File: config.mk
export PLATFORM = sky130hd
export DESIGN_NAME = axi_4_lite_regfile_slv
export DESIGN_NICKNAME = d
export VERILOG_FILES = /design/src/rtl/axi_4_lite_regfile_slv_pkg.sv /design/src/rtl/axi_4_lite_strb_merge.sv /design/src/rtl/axi_4_lite_regfile_slv.sv
export SDC_FILE = /design/constraint.sdc
export NUM_CORES = 1
export LEC_CHECK = 0
export BUFFER_PORTS_ARGS = -buffer_cell sky130_fd_sc_hd__buf_2
export CAP_MARGIN = 15
export CORE_AREA = 8 8 442 444
export CTS_CLUSTER_SIZE = 10
export DETAILED_ROUTE_END_ITERATION = 6
export DIE_AREA = 0 0 450 452
export GPL_ROUTABILITY_DRIVEN = 0
export HOLD_SLACK_MARGIN = 0.15
export PLACE_DENSITY = 0.33
export SYNTH_ARGS = -nofsm -noshare
export SYNTH_HDL_FRONTEND = slang
export SYNTH_HIERARCHICAL = 1
export SYNTH_SLANG_ARGS = --single-unit
File: constraint.sdc
create_clock -name S_AXI_ACLK -period 7.5 [get_ports S_AXI_ACLK]
set_clock_uncertainty 0.05 [all_clocks]
set_input_delay 1.5 -clock S_AXI_ACLK [delete_from_list [all_inputs] [get_ports S_AXI_ACLK]]
set_output_delay 1.5 -clock S_AXI_ACLK [all_outputs]
set_load 0.1 [all_outputs]
File: src/rtl/axi_4_lite_regfile_slv_pkg.sv
// Shared AXI4-Lite response codes and helpers for the register-file slave.
package axi_4_lite_regfile_slv_pkg;

    typedef enum logic [1:0] {
        RESP_OKAY   = 2'b00,
        RESP_EXOKAY = 2'b01,
        RESP_SLVERR = 2'b10,
        RESP_DECERR = 2'b11
    } axi_resp_e;

    localparam int unsigned AXI_PROT_W    = 3;
    localparam int unsigned AXI_RESP_W    = 2;
    localparam int unsigned BYTE_W        = 8;

    // Access outcome to response code: only OKAY or SLVERR are ever produced.
    function automatic axi_resp_e resp_of(input logic ok);
        return ok ? RESP_OKAY : RESP_SLVERR;
    endfunction

endpackage

File: src/rtl/axi_4_lite_strb_merge.sv
// Combinational byte-lane merge: lanes with strb=1 take new data, others keep old.
module axi_4_lite_strb_merge
    import axi_4_lite_regfile_slv_pkg::*;
#(
    parameter int unsigned DATA_W = 32
) (
    input  logic [DATA_W-1:0]        old_data,
    input  logic [DATA_W-1:0]        new_data,
    input  logic [DATA_W/BYTE_W-1:0] strb,
    output logic [DATA_W-1:0]        merged_c
);

    localparam int unsigned STRB_W = DATA_W / BYTE_W;

    always_comb begin
        merged_c = old_data;
        for (int unsigned b = 0; b < STRB_W; b++) begin
            if (strb[b]) begin
                merged_c[b*BYTE_W +: BYTE_W] = new_data[b*BYTE_W +: BYTE_W];
            end
        end
    end

endmodule

File: src/rtl/axi_4_lite_regfile_slv.sv
// AXI4-Lite slave register file with read-only hardware-backed words and per-word write strobes.
// AW and W are captured independently; one write response outstanding at a time.
module axi_4_lite_regfile_slv
    import axi_4_lite_regfile_slv_pkg::*;
#(
    parameter int unsigned C_AXI_DATA_WIDTH   = 32,
    parameter int unsigned C_AXI_ADDR_WIDTH   = 8,
    parameter int unsigned C_REGISTERS_NUMBER = 16,
    parameter logic [C_REGISTERS_NUMBER-1:0] C_RO_MASK = '0
) (
    input  logic                                         S_AXI_ACLK,
    input  logic                                         S_AXI_ARESETN,
    input  logic                                         S_AXI_AWVALID,
    output logic                                         S_AXI_AWREADY,
    input  logic [C_AXI_ADDR_WIDTH-1:0]                  S_AXI_AWADDR,
    input  logic [AXI_PROT_W-1:0]                        S_AXI_AWPROT,
    input  logic                                         S_AXI_WVALID,
    output logic                                         S_AXI_WREADY,
    input  logic [C_AXI_DATA_WIDTH-1:0]                  S_AXI_WDATA,
    input  logic [C_AXI_DATA_WIDTH/8-1:0]                S_AXI_WSTRB,
    output logic                                         S_AXI_BVALID,
    input  logic                                         S_AXI_BREADY,
    output logic [AXI_RESP_W-1:0]                        S_AXI_BRESP,
    input  logic                                         S_AXI_ARVALID,
    output logic                                         S_AXI_ARREADY,
    input  logic [C_AXI_ADDR_WIDTH-1:0]                  S_AXI_ARADDR,
    input  logic [AXI_PROT_W-1:0]                        S_AXI_ARPROT,
    output logic                                         S_AXI_RVALID,
    input  logic                                         S_AXI_RREADY,
    output logic [C_AXI_DATA_WIDTH-1:0]                  S_AXI_RDATA,
    output logic [AXI_RESP_W-1:0]                        S_AXI_RRESP,
    output logic [C_REGISTERS_NUMBER*C_AXI_DATA_WIDTH-1:0] REG_OUT,
    input  logic [C_REGISTERS_NUMBER*C_AXI_DATA_WIDTH-1:0] RO_IN,
    output logic [C_REGISTERS_NUMBER-1:0]                WR_PULSE
);

    localparam int unsigned DATA_W   = C_AXI_DATA_WIDTH;
    localparam int unsigned STRB_W   = DATA_W / BYTE_W;
    localparam int unsigned ADDR_LSB = $clog2(STRB_W);
    localparam int unsigned IDX_W    = C_AXI_ADDR_WIDTH - ADDR_LSB;
    localparam int unsigned N        = C_REGISTERS_NUMBER;

    // Write-path state
    logic              aw_held_q, w_held_q;
    logic              awready_q, wready_q;
    logic [IDX_W-1:0]  aw_idx_q;
    logic [DATA_W-1:0] w_data_q;
    logic [STRB_W-1:0] w_strb_q;
    logic              bvalid_q;
    axi_resp_e         bresp_q;
    logic [N-1:0]      wr_pulse_q;
    logic [DATA_W-1:0] regs_q [N];

    // Read-path state
    logic              arready_q, rvalid_q;
    logic [DATA_W-1:0] rdata_q;
    axi_resp_e         rresp_q;

    logic              aw_hs_c, w_hs_c, ar_hs_c, commit_c;
    logic              aw_held_d, w_held_d, rvalid_d;
    logic [N-1:0]      wr_hit_c, wr_en_c;
    logic              wr_ok_c;
    logic [DATA_W-1:0] wr_old_c, wr_merged_c;
    logic [IDX_W-1:0]  ar_idx_c;
    logic              rd_ok_c;
    logic [DATA_W-1:0] rd_data_c;

    assign aw_hs_c  = S_AXI_AWVALID && awready_q;
    assign w_hs_c   = S_AXI_WVALID && wready_q;
    assign ar_hs_c  = S_AXI_ARVALID && arready_q;
    assign commit_c = aw_held_q && w_held_q && !bvalid_q;
    assign ar_idx_c = S_AXI_ARADDR[C_AXI_ADDR_WIDTH-1:ADDR_LSB];

    // Write-side decode; indices beyond N match no word and become SLVERR
    always_comb begin
        wr_hit_c = '0;
        wr_old_c = '0;
        for (int unsigned i = 0; i < N; i++) begin
            if (aw_idx_q == IDX_W'(i)) begin
                wr_hit_c[i] = 1'b1;
                wr_old_c    = regs_q[i];
            end
        end
        wr_en_c = wr_hit_c & ~C_RO_MASK;
        wr_ok_c = |wr_en_c;
    end

    always_comb begin
        aw_held_d = aw_held_q;
        w_held_d  = w_held_q;
        if (commit_c) begin
            aw_held_d = 1'b0;
            w_held_d  = 1'b0;
        end else begin
            if (aw_hs_c) aw_held_d = 1'b1;
            if (w_hs_c)  w_held_d  = 1'b1;
        end
    end

    axi_4_lite_strb_merge #(
        .DATA_W (DATA_W)
    ) u_strb_merge (
        .old_data (wr_old_c),
        .new_data (w_data_q),
        .strb     (w_strb_q),
        .merged_c (wr_merged_c)
    );

    always_ff @(posedge S_AXI_ACLK or negedge S_AXI_ARESETN) begin
        if (!S_AXI_ARESETN) begin
            aw_held_q  <= 1'b0;
            w_held_q   <= 1'b0;
            awready_q  <= 1'b1;
            wready_q   <= 1'b1;
            aw_idx_q   <= '0;
            w_data_q   <= '0;
            w_strb_q   <= '0;
            bvalid_q   <= 1'b0;
            bresp_q    <= RESP_OKAY;
            wr_pulse_q <= '0;
        end else begin
            aw_held_q  <= aw_held_d;
            w_held_q   <= w_held_d;
            awready_q  <= !aw_held_d;
            wready_q   <= !w_held_d;
            wr_pulse_q <= '0;
            if (aw_hs_c) aw_idx_q <= S_AXI_AWADDR[C_AXI_ADDR_WIDTH-1:ADDR_LSB];
            if (w_hs_c) begin
                w_data_q <= S_AXI_WDATA;
                w_strb_q <= S_AXI_WSTRB;
            end
            if (commit_c) begin
                bvalid_q   <= 1'b1;
                bresp_q    <= resp_of(wr_ok_c);
                wr_pulse_q <= wr_en_c;
            end else if (bvalid_q && S_AXI_BREADY) begin
                bvalid_q <= 1'b0;
            end
        end
    end

    always_ff @(posedge S_AXI_ACLK or negedge S_AXI_ARESETN) begin
        if (!S_AXI_ARESETN) begin
            for (int unsigned i = 0; i < N; i++) regs_q[i] <= '0;
        end else if (commit_c) begin
            for (int unsigned i = 0; i < N; i++) begin
                if (wr_en_c[i]) regs_q[i] <= wr_merged_c;
            end
        end
    end

    // Read source: read-only words come from RO_IN, others from storage
    always_comb begin
        rd_ok_c   = 1'b0;
        rd_data_c = '0;
        for (int unsigned i = 0; i < N; i++) begin
            if (ar_idx_c == IDX_W'(i)) begin
                rd_ok_c   = 1'b1;
                rd_data_c = C_RO_MASK[i] ? RO_IN[i*DATA_W +: DATA_W] : regs_q[i];
            end
        end
    end

    always_comb begin
        rvalid_d = rvalid_q;
        if (ar_hs_c)                        rvalid_d = 1'b1;
        else if (rvalid_q && S_AXI_RREADY)  rvalid_d = 1'b0;
    end

    always_ff @(posedge S_AXI_ACLK or negedge S_AXI_ARESETN) begin
        if (!S_AXI_ARESETN) begin
            rvalid_q  <= 1'b0;
            arready_q <= 1'b1;
            rdata_q   <= '0;
            rresp_q   <= RESP_OKAY;
        end else begin
            rvalid_q  <= rvalid_d;
            arready_q <= !rvalid_d;
            if (ar_hs_c) begin
                rdata_q <= rd_data_c;
                rresp_q <= resp_of(rd_ok_c);
            end
        end
    end

    assign S_AXI_AWREADY = awready_q;
    assign S_AXI_WREADY  = wready_q;
    assign S_AXI_BVALID  = bvalid_q;
    assign S_AXI_BRESP   = bresp_q;
    assign S_AXI_ARREADY = arready_q;
    assign S_AXI_RVALID  = rvalid_q;
    assign S_AXI_RDATA   = rdata_q;
    assign S_AXI_RRESP   = rresp_q;
    assign WR_PULSE      = wr_pulse_q;

    for (genvar g = 0; g < N; g++) begin : g_reg_out
        assign REG_OUT[g*DATA_W +: DATA_W] = regs_q[g];
    end

    // Protection bits and sub-word address bits carry no meaning here
    logic unused_ok;
    assign unused_ok = ^{S_AXI_AWPROT, S_AXI_ARPROT,
                         S_AXI_AWADDR[ADDR_LSB-1:0], S_AXI_ARADDR[ADDR_LSB-1:0], RO_IN};

endmodule
# After elaboration in Yosys (flattened, before gate mapping)
# Index checks and enable logic that the tools add are counted.
totals:
  ff_bits: 613
  elab_cells: 170
  input_bits: 577
op_classes:
  reduce_logical: 31
  n_eq_ne: 30
  n_mux: 79
ops:
  columns: ["op", "count"]
  rows:
  - ["32-bit 2-to-1 mux", 32]
  - ["6-bit by 4-bit equality test with 1-bit output (second input constant)", 16]
  - ["6-bit by 3-bit equality test with 1-bit output (second input constant)", 8]
  - ["1-bit 2-to-1 mux", 40]
  - ["8-bit 2-to-1 mux", 4]
  - ["2-bit AND reduction", 16]
  - ["6-bit by 2-bit equality test with 1-bit output (second input constant)", 4]
  - ["16-bit 2-to-1 mux", 1]
  - ["16-bit OR reduction", 1]
  - ["6-bit by 1-bit equality test with 1-bit output (second input constant)", 2]
  - ["6-bit logical NOT", 2]
  - ["1-bit logical AND", 7]
  - ["1-bit logical NOT", 4]
  - ["2-bit 2-to-1 mux", 2]
  - ["2-bit nonzero test", 1]

# Depth between registers and ports, before layout
logic_depth:
  ltp_word: 18
  mapped_depth: 14
  mapped_depth_nobuf: 9

# By module
# Netlist, hierarchy kept.
modules_own_cells:
  columns: ["mod", "cells_each", "area_per_inst_um2", "n_inst"]
  rows:
  - ["axi_4_lite_regfile_slv", 2556, 30435.4, 1]
  - ["axi_4_lite_strb_merge", 36, 525.5, 1]

# Worst setup path before layout
# Ideal clock, no wire load.
synth_path:
  path_type: "input port to flip-flop"
  start: "input S_AXI_ARADDR[2]"
  end: "register rdata_q[31], in the netlist S_AXI_RDATA[31]"
  slack_ns: 3.868
  t_arrival_ns: 3.462
  setup_ns: 0.121
  required_time_ns: 7.329
  path_buffers: 3
  path_stages: 8
  cell_sequence: "buf_2 clkbuf_1 buf_1 mux4_2 a221oi_1 nand4_1 a31oi_1 nor2_1"
synth_between:
  elab_chain_cells: 17
  word_cells_on_any_way: 32
  cone_classes: "eq/ne (15); mux (16); reduce/logical (1)"
synth_rtl:
  columns: ["element", "line", "text"]
  rows:
  - ["start, declared", "axi_4_lite_regfile_slv.sv:26", "input logic [C_AXI_ADDR_WIDTH-1:0] S_AXI_ARADDR,"]
  - ["6-bit logical NOT", "axi_4_lite_regfile_slv.sv:157", "if (ar_idx_c == IDX_W'(i)) begin"]
  - ["32-bit 2-to-1 mux (15 in a row)", "axi_4_lite_regfile_slv.sv:157", null]
  - ["32-bit 2-to-1 mux (*)", "axi_4_lite_regfile_slv.sv:157", null]
  - ["end signal, assigned", "axi_4_lite_regfile_slv.sv:180", "rdata_q <= rd_data_c;"]
  - ["end, declared", "axi_4_lite_regfile_slv.sv:56", "logic [DATA_W-1:0] rdata_q;"]
# Every way passes the cells marked *; elsewhere a longest branch is shown, timed or not.
# A chain may end at the register's enable or synchronous reset.

# Worst setup path in the final report
layout_path:
  start: "register aw_idx_q[5]"
  end: "register regs_q (netlist bit REG_OUT[25])"
layout_between:
  elab_chain_cells: 18
  word_cells_on_any_way: 35
  cone_classes: "eq/ne (15); mux (18); reduce/logical (2)"
layout_rtl:
  columns: ["element", "line", "text"]
  rows:
  - ["start, declared", "axi_4_lite_regfile_slv.sv:46", "logic [IDX_W-1:0] aw_idx_q;"]
  - ["start signal, assigned", "axi_4_lite_regfile_slv.sv:127", "if (aw_hs_c) aw_idx_q <= S_AXI_AWADDR[C_AXI_ADDR_WIDTH-1:ADDR_LSB];"]
  - ["6-bit logical NOT", "axi_4_lite_regfile_slv.sv:79", "if (aw_idx_q == IDX_W'(i)) begin"]
  - ["32-bit 2-to-1 mux (15 in a row)", "axi_4_lite_regfile_slv.sv:79", null]
  - ["32-bit 2-to-1 mux (*)", "axi_4_lite_regfile_slv.sv:79", null]
  - ["via wr_old_c[25]", "axi_4_lite_regfile_slv.sv:63", "logic [DATA_W-1:0] wr_old_c, wr_merged_c;"]
  - ["8-bit 2-to-1 mux (*)", "axi_4_lite_strb_merge.sv:18", "if (strb[b]) begin"]
  - ["via wr_merged_c[25]", "axi_4_lite_regfile_slv.sv:63", null]
  - ["end signal, assigned by index", "axi_4_lite_regfile_slv.sv:147", "if (wr_en_c[i]) regs_q[i] <= wr_merged_c;"]
  - ["end, declared", "axi_4_lite_regfile_slv.sv:52", "logic [DATA_W-1:0] regs_q [N];"]
# Mark *: on every way through the listed nets, which the timed path passes. The rest lies on a longest branch.

==> impl_metrics.csv <==
group,metric,value,unit
min_path,whs_path_depth,2,
critical_path,cp_top_family,"simple AND/OR/NAND/NOR gates",
cells_and_area,drive_above_1_share,48.5,%
critical_path,critical_path.max_stage_delay,820,ps
sta,hold_violations,0,
sta,fin_crit,4730,ps
sta,rsz0062_at_grt,"false",
critical_path,worst_setup_path_end_kind,"flop",
critical_path,critPathMaxFanout,16,
sta,drv_slew,0,
sta,slew_headroom,19.1,%
critical_path,criticalPathCategory,"flop to flop",
clock_network,postCtsSetupBuffers,0,
critical_path,worstPathCellList,"or4_1 > nor2_2 > buf_4 > a22oi_1 > and3_1 > or4_1 > a211oi_1 > mux2_4 > mux2_2",
floorplanning,start_util,16.4,%
critical_path,reg2regPathDepth,9,
critical_path,slowest_stage,"nor2_2",
route,initialDrtViolationCount,2369,
critical_path,reg2reg_from,"aw_idx_q[5]$_DFFE_PN0P_",
global_routing,track_usage,20.2,%
min_path,holdCritPathClass,"flop to flop",
sta,tightest_slew,1200,ps
yosys,synthArstFlopShare,100,%
critical_path,timing.rr.end,"REG_OUT[25]$_DFFE_PN0P_",
critical_path,rrSetupSlack,2770,ps
route,drc,0,
global_routing,grt_pass1_vias,27078,
clock_network,clock_latency,720,ps
clock_network,clk_pin_slew_worst_paths,60,ps
route,firstDrtPassIters,5,
clock_network,holdBufCountCts,0,
global_routing,grt_pass1_wl,281000,um
yosys,netlist_instances,2592,
floorplanning,core,189000,um2
critical_path,cpMostUsedCell,"or4_1",
critical_path,start_kind,"flop",
clock_network,cts_resized,0,
critical_path,arrival,5300,ps
floorplanning,die_w,450,um
clock_network,clock-sinks,611,
clock_network,htree_levels,3,
route,antenna_left,0,
sta,setup_tns,0,ps
global_routing,antenna_found_initial,31,
yosys,synthDistinctLibCells,74,
global_routing,grt_max_degree,127,
global_routing,overflow,0,
sta,report.final.setup_viol,0,
sta,fmax,0.212,GHz
critical_path,worst-path-buf-inv,1,
clock_network,root_buffer,"clkbuf_16",
yosys,ys_ff_latch,611,
place,portBuffers,621,
floorplanning,die_area,203000,um2
clock_network,cts_tree,"done",
yosys,ys_seq_area_share,49.4,%
clock_network,numCtsBuffers,84,
floorplanning,pin_count,1146,
min_path,whs_endpoint,"S_AXI_RRESP[1]$_DFFE_PN0P_",
yosys,synth_area_per_cell,11.9,um2
route,routed_wl,214000,um
yosys,synth_flop_cell,"dfrtp_1",
yosys,synth_area,31000,um2
place,dp_hpwl,163000,um
cells_and_area,num-nets-final,3724,
floorplanning,rows,160,
outcome,status,"complete, no violations",
cells_and_area,syn2layout_area_growth,29.4,%
route,route.vias.total,26845,
route,wl_per_cell,37.3,um
sta,hold_ws,444,ps
floorplanning,die_h,452,um
clock_network,clockBufferDepth,3,
sta,finalCritPeriodShare,63.0,%
yosys,synth_edf_count,0,
critical_path,worstPathRequired,8070,ps
route,vias_per_cell,4.68,
run,maxCapViolCount,0,
min_path,hp-start,"S_AXI_RRESP[1]$_DFFE_PN0P_",
yosys,yosysWarnings,6,
final cells by class:
| cell class | instances | area, um2 |
|---|---|---|
| diodes | 16 | 40.0 |
| fillers | 20661 | 149000 |
| flip-flops and latches | 611 | 15300 |
| inverters | 13 | 48.8 |
| repair buffers | 711 | 3850 |
| multi-input cells | 1726 | 14900 |
| clock buffers | 124 | 2440 |
| well taps | 2511 | 3140 |
| clock inverters | 25 | 378 |
Yosys cell counts, types with 4 or more instances:
master     instances  share of area, %
a221o_1           20              0.65
and3_1            70               1.4
buf_2             35              0.57
o221ai_1          27              0.76
buf_1             25              0.30
and2_1             4             0.081
buf_4              5              0.12
nor2b_1            8              0.16
a22oi_1          119               2.9
o21a_1            10              0.24
a21oi_1          110               1.8
o21ai_1            4             0.065
clkbuf_1         171               2.1
or4_1             12              0.29
mux2i_1            4              0.13
a31oi_1            4             0.081
a211o_1           12              0.34
or3b_2             8              0.23
a22o_1             6              0.17
mux2_2           584                21
o21ai_0           71               1.1
o22a_1            11              0.31
buf_6              6              0.22
nor2_1           146               1.8
a221oi_1          85               2.4
nor4_1             4             0.081
a2111oi_0         25              0.71
dfrtp_1          608                49
nand2b_1           7              0.14
nand4_1           15              0.30
mux2_4            32               1.6
a211oi_1          20              0.48
nand2_1           83               1.0
o22ai_1           86               1.7
nand3_1           31              0.50
o211ai_1           4             0.097
inv_1             13              0.16
mux4_2            32               2.3
nor3_1             8              0.13
nand3b_1           8              0.19
nor4b_1            6              0.17
kinds of logic after synthesis:
kind of cell    after synthesis  synth area share (%)
mux                         652                  25.2
other cells                   1                0.0121
buf+inv                     256                  3.46
compound gates              636                  14.6
simple gates                434                  7.27
xor+xnor                      2                0.0566
flops                       611                  49.4
placed cells by master, fill, tap and decap left out, drive strengths merged, types with 5 or more instances in the layout:
cell and instances:
a2111oi 25, a211o 12, a211oi 23, a21oi 110, a221o 20, a221oi 85
a22o 6, a22oi 119, and2 6, and3 70, buf 711, bufinv 7
clkbuf 124, clkinv 13, dfrtp 608, diode 16, inv 17, mux2 616
mux4 32, nand2 83, nand2b 7, nand3 31, nand3b 8, nand4 15
nor2 148, nor2b 8, nor3 13, nor4b 7, o21a 10, o21ai 75
o221ai 27, o22a 11, o22ai 86, or3b 8, or4 12, or4b 5
metrics by stage:
step / util, % / setup slack (ps) / cell area, um2 / cells
after global placement: 19.7 / 2240 / 37200 / 5572
final: 21.2 / 2770 / 40100 / 5737
after floorplan: - / 3870 / 31000 / 2593
after global routing: 21.2 / 2590 / 40000 / 5722
after CTS: 21.2 / 2790 / 40000 / 5721
after detailed placement: 19.7 / 2280 / 37200 / 5572
worst reg2reg max path: cells and delay by family (launching register included):
| kind | cells | cell delay [ps] |
|---|---|---|
| muxes | 2 | 690 |
| and+or+nand+nor | 4 | 2400 |
| AOI/OAI and AO/OA | 2 | 470 |
| buffers and inverters | 1 | 420 |
| DFF | 1 | 600 |
how the worst max path moves through the flow:
stage | from | to | slack, ps | depth (start not counted)
floorplan | S_AXI_ARADDR[2] | S_AXI_RDATA[31]$_DFFE_PN0P_ | 3870 | 8
global placement | S_AXI_ARADDR[4] | S_AXI_RDATA[7]$_DFFE_PN0P_ | 2240 | 7
detailed placement | S_AXI_ARADDR[4] | S_AXI_RDATA[21]$_DFFE_PN0P_ | 2280 | 7
CTS | aw_idx_q[3]$_DFFE_PN0P_ | REG_OUT[196]$_DFFE_PN0P_ | 2790 | 9
global route | aw_idx_q[3]$_DFFE_PN0P_ | REG_OUT[68]$_DFFE_PN0P_ | 2590 | 9
finish | aw_idx_q[5]$_DFFE_PN0P_ | REG_OUT[25]$_DFFE_PN0P_ | 2770 | 9
flip-flops by register name, indices dropped and copies added, names as in the netlist:
register	count
REG_OUT	512
S_AXI_ARREADY	1
S_AXI_AWREADY	1
S_AXI_BRESP	1
S_AXI_BVALID	1
S_AXI_RDATA	32
S_AXI_RRESP	1
S_AXI_RVALID	1
S_AXI_WREADY	1
WR_PULSE	16
aw_held_q	1
aw_idx_q	6
w_data_q	32
w_held_q	1
w_strb_q	4
metal layers:
layer / GRT usage, % / vias to the layer above / wire (um)
li1: - / 11115 / -
met1: 25.7 / 14239 / 89900
met2: 31.2 / 1182 / 95100
met3: 6.16 / 285 / 17100
met4: 9.41 / 24 / 11500
met5: 0 / - / 162
Power is not shown: default switching activity piles up to over one toggle a cycle in this logic, so the estimate is an artifact.
